--- src/rtl/tholin_bus_ctrl.sv ---
// tholin_bus_ctrl: 32-bit request to 16-bit muxed address/data bus sequencer.
// Drives a two-phase address latch (le_hi, le_lo), then one or two halfword
// data phases with OEb / WEb_lo / WEb_hi, and returns a one-cycle response.
//
// Ports:
//   clk, rst_n           clock, async active-low reset
//   req_valid/ready      request handshake (ready = idle)
//   req_addr/we/mask/wdata  byte address, direction, byte enables, write data
//   resp_valid/rdata     one-cycle completion pulse and read data
//   bus_out/bus_in       bus drive value / bus read value
//   bus_dir              1 = this block drives the bus
//   le_lo, le_hi         address latch enables
//   OEb, WEb_lo, WEb_hi  active-low output enable and byte write strobes
//
// Parameter WAIT_CYCLES: extra cycles each data phase is held.
// Optional macro BUSCTL_HI_SKIP_EN: skip the high address phase when the
// high address half already latched in the external latch is unchanged.

module tholin_bus_ctrl #(
  parameter int WAIT_CYCLES = 0
) (
  input  logic        clk,
  input  logic        rst_n,
  input  logic        req_valid,
  output logic        req_ready,
  input  logic [31:0] req_addr,
  input  logic        req_we,
  input  logic [3:0]  req_mask,
  input  logic [31:0] req_wdata,
  output logic        resp_valid,
  output logic [31:0] resp_rdata,
  output logic [15:0] bus_out,
  input  logic [15:0] bus_in,
  output logic        bus_dir,
  output logic        le_lo,
  output logic        le_hi,
  output logic        OEb,
  output logic        WEb_lo,
  output logic        WEb_hi
);

  typedef enum logic [2:0] {
    S_IDLE,
    S_AHI,
    S_ALO,
    S_D0,
    S_ALO2,
    S_D1,
    S_NOP,
    S_RESP
  } state_t;

  typedef struct packed {
    logic [15:0] bo;
    logic        dir;
    logic        le_lo;
    logic        le_hi;
    logic        oeb;
    logic        web_lo;
    logic        web_hi;
  } bus_t;

  localparam bus_t BUS_IDLE = '{
    bo:     16'h0000,
    dir:    1'b0,
    le_lo:  1'b0,
    le_hi:  1'b0,
    oeb:    1'b1,
    web_lo: 1'b1,
    web_hi: 1'b1
  };

  localparam int WW = (WAIT_CYCLES > 0) ?
                      $clog2(WAIT_CYCLES + 1) : 1;
  localparam logic [WW-1:0] WMAX = WW'(WAIT_CYCLES);

  // Address phase: drive an address half and pulse one latch enable.
  function automatic bus_t f_addr(
    input logic        hi,
    input logic [15:0] a
  );
    bus_t b;
    b     = BUS_IDLE;
    b.bo  = a;
    b.dir = 1'b1;
    if (hi) b.le_hi = 1'b1;
    else    b.le_lo = 1'b1;
    return b;
  endfunction

  // Data phase: reads release the bus and enable the device output;
  // writes drive the data half with per-byte strobes.
  function automatic bus_t f_data(
    input logic        we,
    input logic [1:0]  m,
    input logic [15:0] wd
  );
    bus_t b;
    b = BUS_IDLE;
    if (we) begin
      b.dir    = 1'b1;
      b.bo     = wd;
      b.web_lo = ~m[0];
      b.web_hi = ~m[1];
    end else begin
      b.oeb = 1'b0;
    end
    return b;
  endfunction

  state_t        r_state;
  bus_t          r_bus;
  logic          r_ready;
  logic          r_rv;
  logic [31:0]   r_resp;
  logic [31:0]   r_h;
  logic          r_we;
  logic [3:0]    r_mask;
  logic [31:0]   r_wdata;
  logic [31:0]   r_rdata;
  logic [WW-1:0] r_wait;

  logic [31:0] w_h;
  logic [15:0] w_h_odd;
  logic [15:0] w_new_lo;
  logic        w_l_act;
  logic        w_rl;
  logic        w_ru;
  logic        w_last;
  logic        w_skip;
  logic        w_unused;

  assign w_h      = {1'b0, req_addr[31:2], 1'b0};
  assign w_l_act  = |req_mask[1:0];
  assign w_new_lo = w_l_act ? w_h[15:0] : {w_h[15:1], 1'b1};
  assign w_h_odd  = {r_h[15:1], 1'b1};
  assign w_rl     = |r_mask[1:0];
  assign w_ru     = |r_mask[3:2];
  assign w_last   = (r_wait == WMAX);
  assign w_unused = &{1'b0, req_addr[1:0]};

`ifdef BUSCTL_HI_SKIP_EN
  logic [15:0] r_hi_last;
  logic        r_hi_vld;
  assign w_skip = r_hi_vld && (r_hi_last == w_h[31:16]);
`else
  assign w_skip = 1'b0;
`endif

  always_ff @(posedge clk or negedge rst_n) begin
    if (!rst_n) begin
      r_state <= S_IDLE;
      r_bus   <= BUS_IDLE;
      r_ready <= 1'b1;
      r_rv    <= 1'b0;
      r_resp  <= 32'h0;
      r_h     <= 32'h0;
      r_we    <= 1'b0;
      r_mask  <= 4'h0;
      r_wdata <= 32'h0;
      r_rdata <= 32'h0;
      r_wait  <= '0;
`ifdef BUSCTL_HI_SKIP_EN
      r_hi_last <= 16'h0;
      r_hi_vld  <= 1'b0;
`endif
    end else begin
      unique case (r_state)
        S_IDLE: begin
          if (req_valid) begin
            r_h     <= w_h;
            r_we    <= req_we;
            r_mask  <= req_mask;
            r_wdata <= req_wdata;
            r_rdata <= 32'h0;
            r_wait  <= '0;
            r_ready <= 1'b0;
            if (req_mask == 4'h0) begin
              // empty request: one quiet slot, then respond
              r_state <= S_NOP;
            end else if (w_skip) begin
              r_state <= S_ALO;
              r_bus   <= f_addr(1'b0, w_new_lo);
            end else begin
              r_state <= S_AHI;
              r_bus   <= f_addr(1'b1, w_h[31:16]);
`ifdef BUSCTL_HI_SKIP_EN
              r_hi_last <= w_h[31:16];
              r_hi_vld  <= 1'b1;
`endif
            end
          end
        end
        S_AHI: begin
          r_state <= S_ALO;
          r_bus   <= f_addr(1'b0,
                     w_rl ? r_h[15:0] : w_h_odd);
        end
        S_ALO: begin
          r_wait <= '0;
          if (w_rl) begin
            r_state <= S_D0;
            r_bus   <= f_data(r_we, r_mask[1:0],
                              r_wdata[15:0]);
          end else begin
            r_state <= S_D1;
            r_bus   <= f_data(r_we, r_mask[3:2],
                              r_wdata[31:16]);
          end
        end
        S_D0: begin
          if (!w_last) begin
            r_wait <= r_wait + 1'b1;
          end else begin
            if (!r_we) r_rdata[15:0] <= bus_in;
            if (w_ru) begin
              r_state <= S_ALO2;
              r_bus   <= f_addr(1'b0, w_h_odd);
            end else begin
              r_state <= S_RESP;
              r_bus   <= BUS_IDLE;
              r_rv    <= 1'b1;
              r_resp  <= r_we ? 32'h0 :
                         {16'h0, bus_in};
            end
          end
        end
        S_ALO2: begin
          r_wait  <= '0;
          r_state <= S_D1;
          r_bus   <= f_data(r_we, r_mask[3:2],
                            r_wdata[31:16]);
        end
        S_D1: begin
          if (!w_last) begin
            r_wait <= r_wait + 1'b1;
          end else begin
            if (!r_we) r_rdata[31:16] <= bus_in;
            r_state <= S_RESP;
            r_bus   <= BUS_IDLE;
            r_rv    <= 1'b1;
            r_resp  <= r_we ? 32'h0 :
                       {bus_in, r_rdata[15:0]};
          end
        end
        S_NOP: begin
          r_state <= S_RESP;
          r_bus   <= BUS_IDLE;
          r_rv    <= 1'b1;
          r_resp  <= 32'h0;
        end
        S_RESP: begin
          r_state <= S_IDLE;
          r_rv    <= 1'b0;
          r_resp  <= 32'h0;
          r_ready <= 1'b1;
        end
        default: begin
          r_state <= S_IDLE;
          r_bus   <= BUS_IDLE;
          r_rv    <= 1'b0;
          r_ready <= 1'b1;
        end
      endcase
    end
  end

  assign req_ready  = r_ready;
  assign resp_valid = r_rv;
  assign resp_rdata = r_resp;
  assign bus_out    = r_bus.bo;
  assign bus_dir    = r_bus.dir;
  assign le_lo      = r_bus.le_lo;
  assign le_hi      = r_bus.le_hi;
  assign OEb        = r_bus.oeb;
  assign WEb_lo     = r_bus.web_lo;
  assign WEb_hi     = r_bus.web_hi;

endmodule

--- config.mk ---
export PLATFORM = sky130hd
export DESIGN_NAME = tholin_bus_ctrl
export DESIGN_NICKNAME = d
export VERILOG_FILES = /design/src/rtl/tholin_bus_ctrl.sv
export SDC_FILE = /design/constraint.sdc
export NUM_CORES = 1
export LEC_CHECK = 0
export ABC_AREA = 0
export CAP_MARGIN = 20
export CELL_PAD_IN_SITES_DETAIL_PLACEMENT = 1
export CELL_PAD_IN_SITES_GLOBAL_PLACEMENT = 2
export CORE_UTILIZATION = 30
export CTS_BUF_LIST = sky130_fd_sc_hd__clkbuf_4
export CTS_CLUSTER_SIZE = 16
export DETAILED_ROUTE_END_ITERATION = 8
export HOLD_SLACK_MARGIN = 0.08
export PLACE_DENSITY = 0.91
export SKIP_CTS_REPAIR_TIMING = 1
export SYNTH_ARGS = -nofsm -noshare
export SYNTH_HDL_FRONTEND = slang
export SYNTH_SLANG_ARGS = --single-unit
--- constraint.sdc ---
create_clock -name clk -period 1.91 [get_ports clk]
set_clock_uncertainty 0.1 [all_clocks]
set_input_delay 0.382 -clock clk [delete_from_list [all_inputs] [get_ports clk]]
set_output_delay 0.382 -clock clk [all_outputs]
set_load 0.01 [all_outputs]
==> out/results.txt, run 1 <==
Status: finished with violations
Failing checks: DRC, setup timing
# H-tree levels: 4
Critical path fanouts, max: 7
Clock sink count: 127
Max-slew headroom: 62.9%
Final period util: 101%
Worst skew pair latency: 0.57 ns
PwrDens: 1710 nW/um2
Initial DRC count: 186
Crit path buffers/inverters: 2
Largest stage delay on the critical path: 0.49 ns
Commonest cells after routing, fill and taps aside: dfrtp_1 (121), clkdlybuf4s50_1 (84), dlymetal6s2s_1 (56), mux2_1 (52), buf_4 (34)
Core Box Area: 18100 um2
Die W: 139 um
Ys async rst share: 100%
Final hold violations: 0
Ys flop type: dfrtp_1
CP endpoint kind: flip-flop
Worst Tran Pin Value: 0.554 ns
Port bufs: 141
Crit path kind: flip-flop to flip-flop
CTS Buf Count: 17
Worst Path Required: 2.31 ns
Synth Instances: 455
GRT overflow: 0
Largest net degree at the start of global routing: 54
Placer Congestion: 0.854
Post-synthesis sequential area ratio: 56.7%
Initial core utilization: 30.9%
Yosys reg bits: 127
HPWL Detailed: 12800 um
RSZ-0062 raised after global routing: true
Cells along the critical path: buf_6, or4b_4, a21oi_4, buf_8, a221oi_2, o22ai_2
Arr. time, crit path: 2.33 ns
Final setup TNS: -0.0374 ns
Final setup violation count: 3
Via/cell ratio: 5.20
Die area: 19200 um2
Worst VDD drop: 608 uV
Worst setup SP type: flip-flop
Highest clock rate: 0.518 GHz
Worst-path clk slew: 0.12 ns
Nets: 719
Lkg Pwr: 4.21 nW
Fill count: 1856
Commonest non-fill, non-tap cell in the layout: dfrtp_1
Layout cell share with drive strength beyond 1: 19.0%
Slowest-stage cell, CP: or4b_4
Largest delay contributor family on the critical path: simple AND/OR/NAND/NOR gates
Wirelength per Cell: 20.7 um
DRT Wirelength: 18100 um
DRC Markers: 6
Area taken by multi-input logic gates: 2300 um2
Sequential Area: 3190 um2
Global-route wire length before repair: 27800 um
Syn Nets: 543
Die height: 139 um
Clock Tree Root: clkbuf_4
Placed instance area: 7610 um2
GRT Total Usage: 18.9%
Max cap viols: 0
PnR Total Power: 14.2 mW
Detailed Routing Iterations Pass 1: 6
Number of synthesized flops with an enable pin: 0
DRT antenna net count: 0
Longest Clk Path Bufs: 2
Via count: 4543
IO Pins: 144
Number of global-route vias before repair: 4895
Worst min path class: primary input to asynchronous set/reset pin
Layout area overhead: 47.9%
Antenna violations before repair: 1
YS warnings: 0
Row count: 49
Final Critical Period: 1.93 ns
Synth cell types: 45
Cell area after synthesis: 5610 um2
Design area: 8300 um2
Final Max Tran Viols: 0
CTS tree: done
Avg Inst Size Synth: 12.3 um2
Setup WS post-layout: -0.0214 ns
-- Yosys cell counts, drive strengths merged (2+ instances only) --
master	number	area, um2
dfrtp	123	3080
clkbuf	17	63.8
nor3	2	10.0
or3	2	12.5
nor2	14	52.6
a22o	32	280
buf	18	96.3
o22ai	17	169
o32a	2	20.0
a22oi	19	143
inv	19	71.3
a211oi	14	105
mux2	53	597
nor4b	2	17.5
nand2b	5	31.3
a221oi	14	179
o22a	2	17.5
nand2	22	82.6
nor3b	14	105
a21oi	8	55.1
and2	2	12.5
dfstp	4	105
o21bai	2	15.0
o21ai	35	175
-- metrics by stage --
stage               setup slack [ns]  hold WS (ns)  utilization, %  cells
floorplan                     0.0706       -0.0136               -    455
global placement              -0.200         0.224            42.0    833
detailed placement            -0.264         0.235            42.0    833
CTS                           -0.294        -0.398            43.7    864
global route                 -0.0706         0.198            45.7    873
finish                       -0.0214         0.165            45.7    873
-- report_power, final --
part           internal, mW  total, mW  leakage (nW)  switching, mW
combinational          3.61       7.28          2.46           3.66
sequential             3.98       4.87          1.58          0.890
clock                  1.09       2.07         0.170          0.985
-- metal layers --
metal | vias up | wire [um] | track usage [%] | part of all wire [%]
met3 | 33 | 643 | 4.14 | 3.6
met4 | 0 | 512 | 8.36 | 2.8
li1 | 2058 | - | - | -
met2 | 102 | 8960 | 30.9 | 50
met5 | - | 0 | 0 | 0
met1 | 2350 | 7990 | 24.0 | 44
-- final cells by class --
| cell class | count | share of cell area (%) |
|---|---|---|
| Clock inverter | 9 | 1.70 |
| Clock buffer | 22 | 1.99 |
| Multi-Input combinational cell | 274 | 27.8 |
| Tap cell | 229 | 3.45 |
| Sequential cell | 127 | 38.4 |
| Inverter | 19 | 0.860 |
| Antenna cell | 1 | 0.0302 |
| Timing Repair Buffer | 192 | 25.8 |
-- path summary, 6_finish.rpt --
kind	from	endpoint	slack, ns	depth (start not counted)
worst max-delay path	r_state[2]$_DFFE_PN0P_	bus_out[14]$_DFFE_PN0P_	-0.02	6
worst min-delay path	rst_n	r_wdata[5]$_DFFE_PN0P_	0.17	2
worst max register to register	r_state[2]$_DFFE_PN0P_	bus_out[14]$_DFFE_PN0P_	-0.02	6
worst min register to register	resp_rdata[5]$_DFFE_PN0P_	resp_rdata[5]$_DFFE_PN0P_	0.40	2
max in group asynchronous	rst_n	req_ready$_DFFE_PN1P_	0.89	3
min in group clk	req_addr[16]	r_h[15]$_DFFE_PN0P_	0.31	2
-- logic make-up after synthesis --
logic type             Yosys count  synth area share (%)
AOI/OAI and AO/OA              153                  21.9
DFF                            127                  56.7
and+or+nand+nor                 67                  6.38
muxes                           54                  10.8
buffers and inverters           54                  4.13
-- state kept, by name, summed over array words and instances, names as in the netlist, 3 cells and up --
name,flops
resp_rdata,32
r_state,3
r_wdata,32
bus_out,16
r_mask,4
r_h,15
r_rdata,16
(Power assumes the default switching activity.)
==> inputs of run 2 (changes only) <==
CAP_MARGIN = 30   (was 20)
==> results of run 2 <==
No change in the layout: final DEF, timing and power equal those of run 1.
==> inputs of run 3 (changes only) <==
CORE_ASPECT_RATIO = 1.5   (was not set)
==> run 3 against run 2 <==
The run now ends clean. First-iteration DRC count fell by 30%. Register-to-register slack improved by 0.05 ns. Worst hold slack got worse by 0.039 ns. Final cell count rose by 2.9%. Largest cell class unchanged.
==> out/results.txt, run 3 (synthesis gave the netlist of run 1 again) <==
Commonest non-fill, non-tap cell in the layout: dfrtp_1
HPWL Detailed: 12300 um
Clock sink count: 127
Number of global-route vias before repair: 5138
Arr. time, crit path: 2.20 ns
Fill count: 1883
Die height: 169 um
Final hold violations: 0
Wirelength per Cell: 19.7 um
Placer Congestion: 0.886
Crit path kind: flip-flop to flip-flop
Via count: 4590
Largest net degree at the start of global routing: 55
Worst skew pair latency: 0.55 ns
Status: finished clean
DRC Markers: 0
Max cap viols: 0
# H-tree levels: 4
IO Pins: 144
Initial core utilization: 31.0%
Worst Tran Pin Value: 0.587 ns
CTS Buf Count: 17
Row count: 60
GRT Total Usage: 18.3%
Nets: 725
Lkg Pwr: 4.18 nW
Worst Path Required: 2.23 ns
Final Critical Period: 1.88 ns
Clock Tree Root: clkbuf_4
Max-slew headroom: 60.8%
Final setup TNS: 0 ns
Antenna violations before repair: 0
Port bufs: 141
Layout area overhead: 48.1%
CP endpoint kind: flip-flop
Core Box Area: 18100 um2
Final Max Tran Viols: 0
CTS tree: done
Die area: 19300 um2
Design area: 8310 um2
Global-route wire length before repair: 27300 um
Final core occ: 45.9%
Highest clock rate: 0.532 GHz
Layout cell share with drive strength beyond 1: 20.5%
Worst min path class: primary input to asynchronous set/reset pin
Critical path fanouts, max: 8
Commonest cells after routing, fill and taps aside: dfrtp_1 (121), clkdlybuf4s50_1 (84), dlymetal6s2s_1 (56), mux2_1 (52), buf_4 (41)
Die W: 114 um
DRT antenna net count: 0
Worst-path clk slew: 0.12 ns
GRT overflow: 0
DRT Wirelength: 17700 um
Worst setup SP type: flip-flop
Worst VDD drop: 778 uV
Initial DRC count: 131
# diodes: 0
Via/cell ratio: 5.11
Final setup violation count: 0
PwrDens: 1680 nW/um2
Placed instance area: 7670 um2
Detailed Routing Iterations Pass 1: 4
Longest Clk Path Bufs: 2
Final period util: 98.3%
==> run 3: cell count changes in the layout (fill, tap and decap cells not counted), sizes merged <==
cell	previous run	this run
diode	1	0
clkbuf	25	20
clkinvlp	0	4
bufinv	4	3
clkinv	5	6
a21oi	8	9
inv	19	20
buf	48	54
==> run 3: layer usage <==
layer / vias to the layer above / routed length, um / GRT usage, %
li1: 2066 / - / -
met1: 2370 / 6750 / 20.9
met2: 139 / 9650 / 32.7
met3: 15 / 1090 / 5.21
met4: 0 / 210 / 5.95
met5: - / 0 / 0
==> run 3: cell type report <==
cell class | count | area, um2 | area share [%]
timing repair buffer | 197 | 2130 | 25.7
tap | 248 | 310 | 3.73
clock buffer | 18 | 135 | 1.63
multi-input combinational | 275 | 2310 | 27.8
inverter | 19 | 71.3 | 0.858
sequential | 127 | 3190 | 38.3
clock inverter | 14 | 166 | 2.00
==> run 3: final timing paths <==
check	start	end	slack (ns)	cells after the start
min reg2reg	r_h[2]$_DFFE_PN0P_	r_h[2]$_DFFE_PN0P_	0.40	1
min in group clk	req_wdata[19]	r_wdata[19]$_DFFE_PN0P_	0.32	2
max	r_state[2]$_DFFE_PN0P_	bus_out[10]$_DFFE_PN0P_	0.03	6
max reg2reg	r_state[2]$_DFFE_PN0P_	bus_out[10]$_DFFE_PN0P_	0.03	6
max in group asynchronous	rst_n	req_ready$_DFFE_PN1P_	0.86	3
min	rst_n	resp_rdata[5]$_DFFE_PN0P_	0.13	2
==> run 3: metrics by stage <==
| stage | hold WS, ns | total power [mW] | instances | worst slack, ns |
|---|---|---|---|---|
| 2_1_floorplan | -0.0136 | 8.46 | 455 | 0.0706 |
| 3_3_place_gp | 0.164 | 11.2 | 857 | -0.420 |
| 3_5_place_dp | 0.167 | 11.7 | 858 | -0.518 |
| 4_1_cts | -0.454 | 13.7 | 890 | -0.294 |
| 5_1_grt | 0.106 | 14.8 | 898 | -0.0350 |
| 6_report | 0.126 | 13.9 | 898 | 0.0318 |
==> run 3: worst max-delay path, stage by stage (launching register included) <==
cell      delay [ns]
dfrtp_2         0.50
buf_12          0.16
o31ai_4         0.32
buf_6           0.20
a211oi_1        0.08
a221oi_1        0.26
o22ai_1         0.14
==> run 3: power breakdown <==
| part | leakage [nW] | internal (mW) | switching, mW |
|---|---|---|---|
| sequential | 1.58 | 3.97 | 0.863 |
| combinational | 2.44 | 3.57 | 3.51 |
| clock | 0.154 | 0.917 | 1.08 |
| total | 4.18 | 8.46 | 5.46 |
